$ cat src/rtl/alu_arbiter.sv
// alu_arbiter: shares one registered-output ALU between two requesters.
// Round-robin grant, valid/ready on both request and response sides, a
// one-entry result buffer per requester, tag passthrough, issue counter.
//
// Ports
//   clk, rst_n          clock (rising edge), async active-low reset
//   req_valid/req_ready request handshake per requester (ready = grant)
//   req_x/req_y         operands, requester r at [r*XLEN +: XLEN]
//   req_funct3/funct7   opcode fields, passed to the ALU untouched
//   req_imm, req_id     imm flag and tag per requester
//   rsp_valid/rsp_ready response handshake per requester
//   rsp_data/rsp_id     buffered result and its tag, packed as req_x/req_id
//   alu_*               operand/opcode drive to the ALU, alu_out its result
//   issue_cnt           number of accepted requests, wraps at 2^32
module alu_arbiter #(
  parameter int unsigned XLEN = 32,
  parameter int unsigned ID_W = 4
) (
  input  logic                 clk,
  input  logic                 rst_n,
  input  logic [1:0]           req_valid,
  output logic [1:0]           req_ready,
  input  logic [2*XLEN-1:0]    req_x,
  input  logic [2*XLEN-1:0]    req_y,
  input  logic [5:0]           req_funct3,
  input  logic [13:0]          req_funct7,
  input  logic [1:0]           req_imm,
  input  logic [2*ID_W-1:0]    req_id,
  output logic [1:0]           rsp_valid,
  input  logic [1:0]           rsp_ready,
  output logic [2*XLEN-1:0]    rsp_data,
  output logic [2*ID_W-1:0]    rsp_id,
  output logic [XLEN-1:0]      alu_x,
  output logic [XLEN-1:0]      alu_y,
  output logic [2:0]           alu_funct3,
  output logic [6:0]           alu_funct7,
  output logic                 alu_imm,
  input  logic [XLEN-1:0]      alu_out,
  output logic [31:0]          issue_cnt
);

  localparam int unsigned CNT_W = 32;

  logic [1:0]            rsp_valid_q, rsp_valid_d;
  logic [1:0][XLEN-1:0]  rsp_data_q,  rsp_data_d;
  logic [1:0][ID_W-1:0]  rsp_id_q,    rsp_id_d;
  logic                  inf_valid_q, inf_valid_d;
  logic                  inf_req_q,   inf_req_d;
  logic [ID_W-1:0]       inf_id_q,    inf_id_d;
  logic                  ptr_q,       ptr_d;
  logic [CNT_W-1:0]      issue_cnt_q, issue_cnt_d;

  logic [1:0]            elig;
  logic [1:0]            gnt;
  logic                  gnt_any;
  logic                  gnt_idx;
  logic [1:0]            cap_c;
  logic [1:0]            hs_c;

  // A requester is blocked while its own op is in flight, or while its
  // buffer is full and not being drained this cycle.
  always_comb begin
    elig = 2'b00;
    for (int r = 0; r < 2; r++) begin
      elig[r] = req_valid[r]
              && !(inf_valid_q && (inf_req_q == 1'(r)))
              && (!rsp_valid_q[r] || rsp_ready[r]);
    end
  end

  // Round-robin: ptr_q names the requester preferred on a tie.
  always_comb begin
    gnt = elig;
    if (elig == 2'b11) begin
      gnt = ptr_q ? 2'b10 : 2'b01;
    end
  end

  assign gnt_any   = |gnt;
  assign gnt_idx   = gnt[1];
  assign req_ready = gnt;

  // ALU operand mux; all zeros when idle.
  always_comb begin
    alu_x      = '0;
    alu_y      = '0;
    alu_funct3 = '0;
    alu_funct7 = '0;
    alu_imm    = 1'b0;
    if (gnt_any) begin
      alu_x      = gnt_idx ? req_x[2*XLEN-1:XLEN] : req_x[XLEN-1:0];
      alu_y      = gnt_idx ? req_y[2*XLEN-1:XLEN] : req_y[XLEN-1:0];
      alu_funct3 = gnt_idx ? req_funct3[5:3]      : req_funct3[2:0];
      alu_funct7 = gnt_idx ? req_funct7[13:7]     : req_funct7[6:0];
      alu_imm    = gnt_idx ? req_imm[1]           : req_imm[0];
    end
  end

  // Next-state: in-flight tracking, pointer update, result capture.
  always_comb begin
    inf_valid_d = gnt_any;
    inf_req_d   = gnt_any ? gnt_idx : 1'b0;
    inf_id_d    = '0;
    if (gnt_any) begin
      inf_id_d = gnt_idx ? req_id[2*ID_W-1:ID_W] : req_id[ID_W-1:0];
    end
    ptr_d       = gnt_any ? ~gnt_idx : ptr_q;
    rsp_valid_d = rsp_valid_q & ~rsp_ready;
    rsp_data_d  = rsp_data_q;
    rsp_id_d    = rsp_id_q;
    if (inf_valid_q) begin
      rsp_valid_d[inf_req_q] = 1'b1;
      rsp_data_d[inf_req_q]  = alu_out;
      rsp_id_d[inf_req_q]    = inf_id_q;
    end
  end

  // Kept as a continuous assignment so the counter can be preloaded from a bench.
  assign issue_cnt_d = issue_cnt_q + CNT_W'(gnt_any);

  always_ff @(posedge clk or negedge rst_n) begin
    if (!rst_n) begin
      rsp_valid_q <= '0;
      rsp_data_q  <= '0;
      rsp_id_q    <= '0;
      inf_valid_q <= 1'b0;
      inf_req_q   <= 1'b0;
      inf_id_q    <= '0;
      ptr_q       <= 1'b0;
      issue_cnt_q <= '0;
    end else begin
      rsp_valid_q <= rsp_valid_d;
      rsp_data_q  <= rsp_data_d;
      rsp_id_q    <= rsp_id_d;
      inf_valid_q <= inf_valid_d;
      inf_req_q   <= inf_req_d;
      inf_id_q    <= inf_id_d;
      ptr_q       <= ptr_d;
      issue_cnt_q <= issue_cnt_d;
    end
  end

  assign rsp_valid = rsp_valid_q;
  assign rsp_data  = rsp_data_q;
  assign rsp_id    = rsp_id_q;
  assign issue_cnt = issue_cnt_q;

  // A capture into a buffer must never coincide with that buffer draining.
  assign cap_c = inf_valid_q ? (inf_req_q ? 2'b10 : 2'b01) : 2'b00;
  assign hs_c  = rsp_valid_q & rsp_ready;

  a_no_cap_on_drain: assert property (@(posedge clk) disable iff (!rst_n)
    (cap_c & hs_c) == 2'b00);

endmodule

$ cat config.mk
export PLATFORM = sky130hd
export DESIGN_NAME = alu_arbiter
export DESIGN_NICKNAME = d
export VERILOG_FILES = /design/src/rtl/alu_arbiter.sv
export SDC_FILE = /design/constraint.sdc
export NUM_CORES = 1
export LEC_CHECK = 0
export BUFFER_PORTS_ARGS = -buffer_cell sky130_fd_sc_hd__buf_4
export CORE_AREA = 2 2 147 149
export DETAILED_ROUTE_END_ITERATION = 10
export DIE_AREA = 0 0 149 151
export MAX_ROUTING_LAYER = met4
export PLACE_DENSITY = 0.61
export REMOVE_ABC_BUFFERS = 1
export SLEW_MARGIN = 10
export SYNTH_ARGS = -nofsm -noshare
export SYNTH_HDL_FRONTEND = slang
export SYNTH_SLANG_ARGS = --single-unit
$ cat constraint.sdc
create_clock -name clk -period 2.85 [get_ports clk]
set_input_delay 0.1425 -clock clk [delete_from_list [all_inputs] [get_ports clk]]
set_output_delay 0.1425 -clock clk [all_outputs]
set_load 0.01 [all_outputs]
==> flow_summary.yaml, run 1 <==
timing:
  max_slew_margin_pct: 40.6
  drv_slew: 0
  layout_setup_ws_ps: 332
  setup_viol: 0
  tightest_slew_ps: 892
  fmax_mhz: 397
  fin_crit_sh_pct: 88.3
  rsz0062_at_grt: "no"
  finalCriticalPeriod_ps: 2520
  holdWs_ps: 43.3
  clock_skew_ps: 9.13
  finalHoldViolCount: 0
synth:
  synthXorXnorAreaFrac_pct: 4.46
  netlist.area_leader.share_pct: 48.0
  synth-seq-area-share_pct: 48.0
  yosysMostFrequentCell: "dfrtp_1"
  synth-edff-count: 0
  synth_top_family_by_area: "compound AO/OA/AOI/OAI gates"
  synthCells: 572
  yosysTopAreaCell: "dfrtp_1"
  synth.top_cells.by_count: "dfrtp_1 (113), inv_1 (84), o211ai_1 (79)"
  syn_area_per_cell_um2: 10.3
  synth-async-reset-ratio_pct: 100
  synth_area_leaders: "dfrtp_1 (48%), mux2_2 (14%), o211ai_1 (10%)"
  synth-simple-area-share_pct: 7.37
  synth.area.mux_share_pct: 13.8
  netlist_area_um2: 5890
  yosysWarnings: 0
  netlist-cell-type-count: 32
  synthFlopType: "dfrtp_1"
  synthAdderAreaFrac_pct: 0.637
  synth_compound_area_share_pct: 17.0
  ys_ff_latch: 113
floorplan:
  dieArea_um2: 22500
  core_area_um2: 20800
  rows: 53
  chipHeight_um: 151
  die_x_um: 149
  ioPinCount: 379
  start_util_pct: 28.3
grt:
  grt_use_met1_pct: 23.0
  grtUsageMet3_pct: 6.14
  met2_usage_pct: 31.8
  grt_overflow_total: 0
  antenna_found_initial: 1
  grt_usage_pct: 19.3
  grt.busiest_layer: "met2"
  grt_pass1_wl_um: 32500
  grt_pass1_vias: 5824
  grt_max_degree: 82
layout:
  fin_cells: 1260
  multi_input_area_um2: 2570
  fillCellCount: 2002
  seqCellArea_um2: 2830
  drive_gt1_share_pct: 51.7
  fin_nets: 1170
  area_delta_synth_final_pct: 68.9
  final_area_um2: 9950
place:
  dp.cells: 1190
  pre_cts_ws_ps: 644
  io_buffers: 378
  dpl_cell_area_um2: 8980
  dpl.hpwl_um: 16400
  gp_congestion: 0.831
clock_tree:
  clk_path_buf_depth: 2
  clk_pin_slew_ps: 60
  clock_latency_ps: 400
  cts-root-buf: "clkbuf_16"
  cts_tree: "yes"
  cts.sinks: 113
  cts_buffers: 17
  htree_levels: 4
pwr:
  power_frac_seq_pct: 30.1
  intPower_mw: 5.50
  leakage_nw: 5.01
  clockPowerShare_pct: 24.8
  p_sw_share_pct: 35.3
  finalPower_mw: 8.50
  peakVddDrop_mv: 0.597
  comb_power_share_pct: 45.1
  p_per_area_nw_per_um2: 854
  power_switching_mw: 3.00
detailed_routing:
  dr_total_vias: 5852
  drc: 0
  ant_nets: 0
  wirelength_um: 22000
  wl_per_cell_um: 17.5
  first_pass_iters: 5
  drt_iter0_drc: 129
  viasPerCell: 4.64
min_path:
  hp-class: "in -> reg"
critical_path:
  crit_arrival_ps: 2380
  crit_path_frequent_cell: "buf_4"
  slowest_delay_ps: 620
  ff2ff_path_depth: 6
  path_buf_inv: 2
  path_class: "reg -> out"
  crit_cells: 6
  cp-endpoint: "alu_funct7[2]"
  cp_max_fo: 79
  reg2reg_from: "inf_req_q"
  endpoint_kind: "output port"
  critPathSlowestCell: "buf_4"
  cp-startpoint: "inf_req_q"
  critPathRequiredTime_ps: 2710
  cp_cell_sequence: "nand2b_2, and3_2, buf_4, o211ai_1, o21ai_0, buf_4"
  critical_path.top_delay_family: "buffers and inverters"
  ff2ff_setup_slack_ps: 540
  worst_setup_path_start_kind: "register"
  r2r-end: "inf_id_q[2]"
flow_run:
  max_cap_viol_count: 0
outcome:
  status: "finished clean"
==> worst min-delay path by stage <==
stage | start | endpoint | cells after the start
3_3_place_gp | rst_n | rsp_data[59] | 1
2_1_floorplan | rst_n | inf_id_q[0] | 0
5_1_grt | rsp_ready[0] | rsp_valid[0] | 3
6_report | rsp_ready[0] | rsp_valid[0] | 3
3_5_place_dp | rst_n | rsp_data[59] | 1
4_1_cts | rsp_ready[0] | rsp_valid[0] | 3
==> placed cells by master (no fill, tap or decap), drive strengths merged, types with 5 or more instances in the layout <==
master / Yosys / layout
nor2: 5 / 5
nand2: 12 / 12
nand3: 12 / 12
nor3: 7 / 7
o211ai: 79 / 79
buf: 14 / 388
and4: 5 / 5
nor4: 8 / 8
clkbuf: 31 / 18
clkinv: 0 / 5
mux2: 72 / 72
dfrtp: 113 / 113
o21ai: 79 / 79
xnor2: 13 / 13
dlygate4sd3: 0 / 37
nand4: 8 / 8
xor2: 17 / 17
inv: 85 / 89
==> power groups by stage <==
stage	logic [mW]	registers, mW	clock network (mW)
2_1_floorplan	1.43	2.82	0
3_3_place_gp	3.81	2.57	0
3_5_place_dp	3.82	2.59	0
4_1_cts	3.89	2.56	2.17
5_1_grt	4.14	2.64	2.24
6_report	3.83	2.56	2.11
==> metrics by stage <==
step / TNS (ps) / utilization, %
after detailed placement: 0 / 43.1
final: 0 / 47.8
after CTS: 0 / 47.8
after global placement: 0 / 43.1
after floorplan: -181230 / -
after global routing: 0 / 47.8
==> final cells by class <==
cell class | count | share of cell area [%]
antenna | 1 | 0.0251
timing repair buffer | 425 | 33.1
multi-input combinational | 329 | 25.8
clock buffer | 18 | 4.41
inverter | 85 | 3.21
tap | 275 | 3.46
clock inverter | 14 | 1.57
sequential | 113 | 28.4
==> tightest hold or removal path, stage by stage <==
cell and delay (ps):
buf_4 80, nand2b_1 120, nand2_1 60
==> registers in the layout, summed over array words and instances, names as in the netlist <==
register,count
rsp_valid,2
inf_req_q,1
rsp_id,8
inf_valid_q,1
inf_id_q,4
rsp_data,64
ptr_q,1
issue_cnt,32
==> per-layer routing <==
layer	up-vias	routed length, um
li1	2804	-
met1	2775	8770
met2	256	11100
met3	17	1830
met4	0	357
met5	-	0
==> repair_timing <==
item                      in CTS  in global routing
hold endpoints to repair     116                  0
hold buffers                  37                  0
buffers inserted               0                  0
gates resized for setup        0                  0
==> kinds of logic (layout without fill, tap and decap cells) <==
family | after synthesis | after routing
xor+xnor | 30 | 30
compound gates | 160 | 160
simple gates | 64 | 64
flops | 113 | 113
buf+inv | 130 | 542
other cells | 0 | 1
fa+ha+maj | 3 | 3
mux | 72 | 72
Power figures use the tool's default switching activity.
==> run 2, diff against run 1 <==
CORE_AREA = 2 2 146 148   (was 2 2 147 149)
CTS_BUF_LIST = sky130_fd_sc_hd__clkbuf_4 sky130_fd_sc_hd__clkbuf_8   (was not set)
DIE_AREA = 0 0 148 150   (was 0 0 149 151)
PLACE_DENSITY = 0.62   (was 0.61)
==> flow_summary.yaml, run 2 (synthesized netlist as in run 1, its figures left out) <==
outcome:
  status: "finished clean"
layout:
  drive_gt1_share_pct: 51.8
  area_delta_synth_final_pct: 66.0
  final_common_cell: "buf_4"
  multi_input_area_um2: 2570
  fin_util_pct: 47.3
  fillCellCount: 1961
  fin_nets: 1172
  seqCellArea_um2: 2830
  largest_reg_flops: 64
  final_cell_mix: "buf_4 (388), dfrtp_1 (113), inv_1 (84)"
floorplan:
  ioPinCount: 379
  dieArea_um2: 22200
  rows: 53
  core_area_um2: 20700
  chipHeight_um: 150
  start_util_pct: 28.5
  die_x_um: 148
timing:
  max_slew_margin_pct: 41.5
  tightest_slew_ps: 877
  drv_slew: 0
  fin_crit_sh_pct: 88.1
  finalCriticalPeriod_ps: 2510
  fin_tns_setup_ps: 0
  fmax_mhz: 398
  holdWs_ps: 24.3
  finalHoldViolCount: 0
  rsz0062_at_grt: "no"
  clock_skew_ps: 8.76
  setup_viol: 0
flow_run:
  max_cap_viol_count: 0
pwr:
  clockPowerShare_pct: 19.0
  comb_power_share_pct: 48.7
  intPower_mw: 5.01
  leakage_nw: 4.93
  power_frac_seq_pct: 32.3
  finalPower_mw: 7.94
  peakVddDrop_mv: 0.379
  p_sw_share_pct: 36.9
  p_per_area_nw_per_um2: 812
  power_switching_mw: 2.93
clock_tree:
  clk_pin_slew_ps: 70
  clock_latency_ps: 430
  post-cts-setup-buffer-count: 0
  cts-root-buf: "clkbuf_8"
  cts_tree: "yes"
  htree_levels: 4
  clk_path_buf_depth: 2
  cts.sinks: 113
  cts_buffers: 17
detailed_routing:
  wirelength_um: 22400
  viasPerCell: 4.68
  dr_total_vias: 5907
  ant_nets: 0
  drt_iter0_drc: 207
  first_pass_iters: 4
  wl_per_cell_um: 17.7
  drc: 0
min_path:
  holdPathStages: 3
  min_from: "req_id[0]"
  hp-class: "in -> reg"
  holdPathEnd: "inf_id_q[0]"
grt:
  grt_max_degree: 82
  grt_overflow_total: 0
  grt_pass1_vias: 5936
  grt_pass1_wl_um: 33100
  antenna_found_initial: 1
  grt_usage_pct: 19.9
critical_path:
  critPathRequiredTime_ps: 2710
  ff2ff_path_depth: 6
  crit_arrival_ps: 2370
  r2r-end: "inf_id_q[2]"
  cp_max_fo: 33
  endpoint_kind: "output port"
  ff2ff_setup_slack_ps: 590
  worst_setup_path_start_kind: "register"
  reg2reg_from: "rsp_valid[0]"
  path_class: "reg -> out"
place:
  dpl.hpwl_um: 16600
  gp_congestion: 0.895
  io_buffers: 378
[run 2: cell types whose count changed in the layout (fill, tap and decap cells not counted), moves of 2 or more]
cell | previous run | this run
clkbuf_16 | 17 | 0
clkinv_4 | 3 | 1
clkbuf_8 | 1 | 18
clkbuf_4 | 0 | 2
clkinvlp_4 | 3 | 5
[run 2: worst max-delay path by stage]
stage / to / startpoint / slack (ps) / cells after the start
after global routing: alu_y[29] / inf_req_q / 130 / 6
after floorplan: issue_cnt[21] / inf_valid_q / -1840 / 8
after global placement: issue_cnt[26] / rsp_valid[1] / 720 / 9
after detailed placement: issue_cnt[26] / rsp_valid[0] / 670 / 9
final: alu_y[19] / inf_req_q / 340 / 6
after CTS: alu_y[29] / inf_req_q / 240 / 6
[run 2: final cells by class]
| type | count | area share (%) |
|---|---|---|
| flip-flops and latches | 113 | 28.9 |
| repair buffers | 427 | 34.0 |
| clock inverters | 12 | 1.37 |
| multi-input cells | 329 | 26.2 |
| clock buffers | 20 | 2.69 |
| well taps | 275 | 3.52 |
| diodes | 1 | 0.0256 |
| inverters | 85 | 3.26 |
[run 2: metrics by stage]
step           worst slack, ps  std cells  area, um2
2_1_floorplan            -1840        527       5690
3_3_place_gp               716       1192       9010
3_5_place_dp               668       1192       9010
4_1_cts                    239       1261       9780
5_1_grt                    134       1262       9780
6_report                   338       1262       9780
[run 2: what timing repair did]
item | 4_1_cts | 5_1_grt
resized for setup | 0 | 0
hold endpoints to repair | 104 | 0
hold buffers | 37 | 0
[run 2: power by group through the flow]
stage	Sequential [mW]	Clock (mW)	Combinational (mW)
CTS	2.56	1.56	3.91
detailed placement	2.59	0	3.85
floorplan	2.82	0	1.43
global placement	2.57	0	3.83
global route	2.64	1.63	4.16
finish	2.56	1.51	3.87
[run 2: critical path: stages (launching register included)]
cell and delay [ps]:
dfrtp_1 390, nand2b_2 190, and3_2 210, a21o_2 420
buf_4 280, o21ai_0 260, buf_4 190
[run 2: routing by layer]
layer,up-vias,share of wire [%],track usage [%]
met5,-,0,-
met4,0,2.2,7.14
met3,25,8.4,6.49
met2,258,51,33.0
met1,2822,39,22.6
li1,2802,-,-
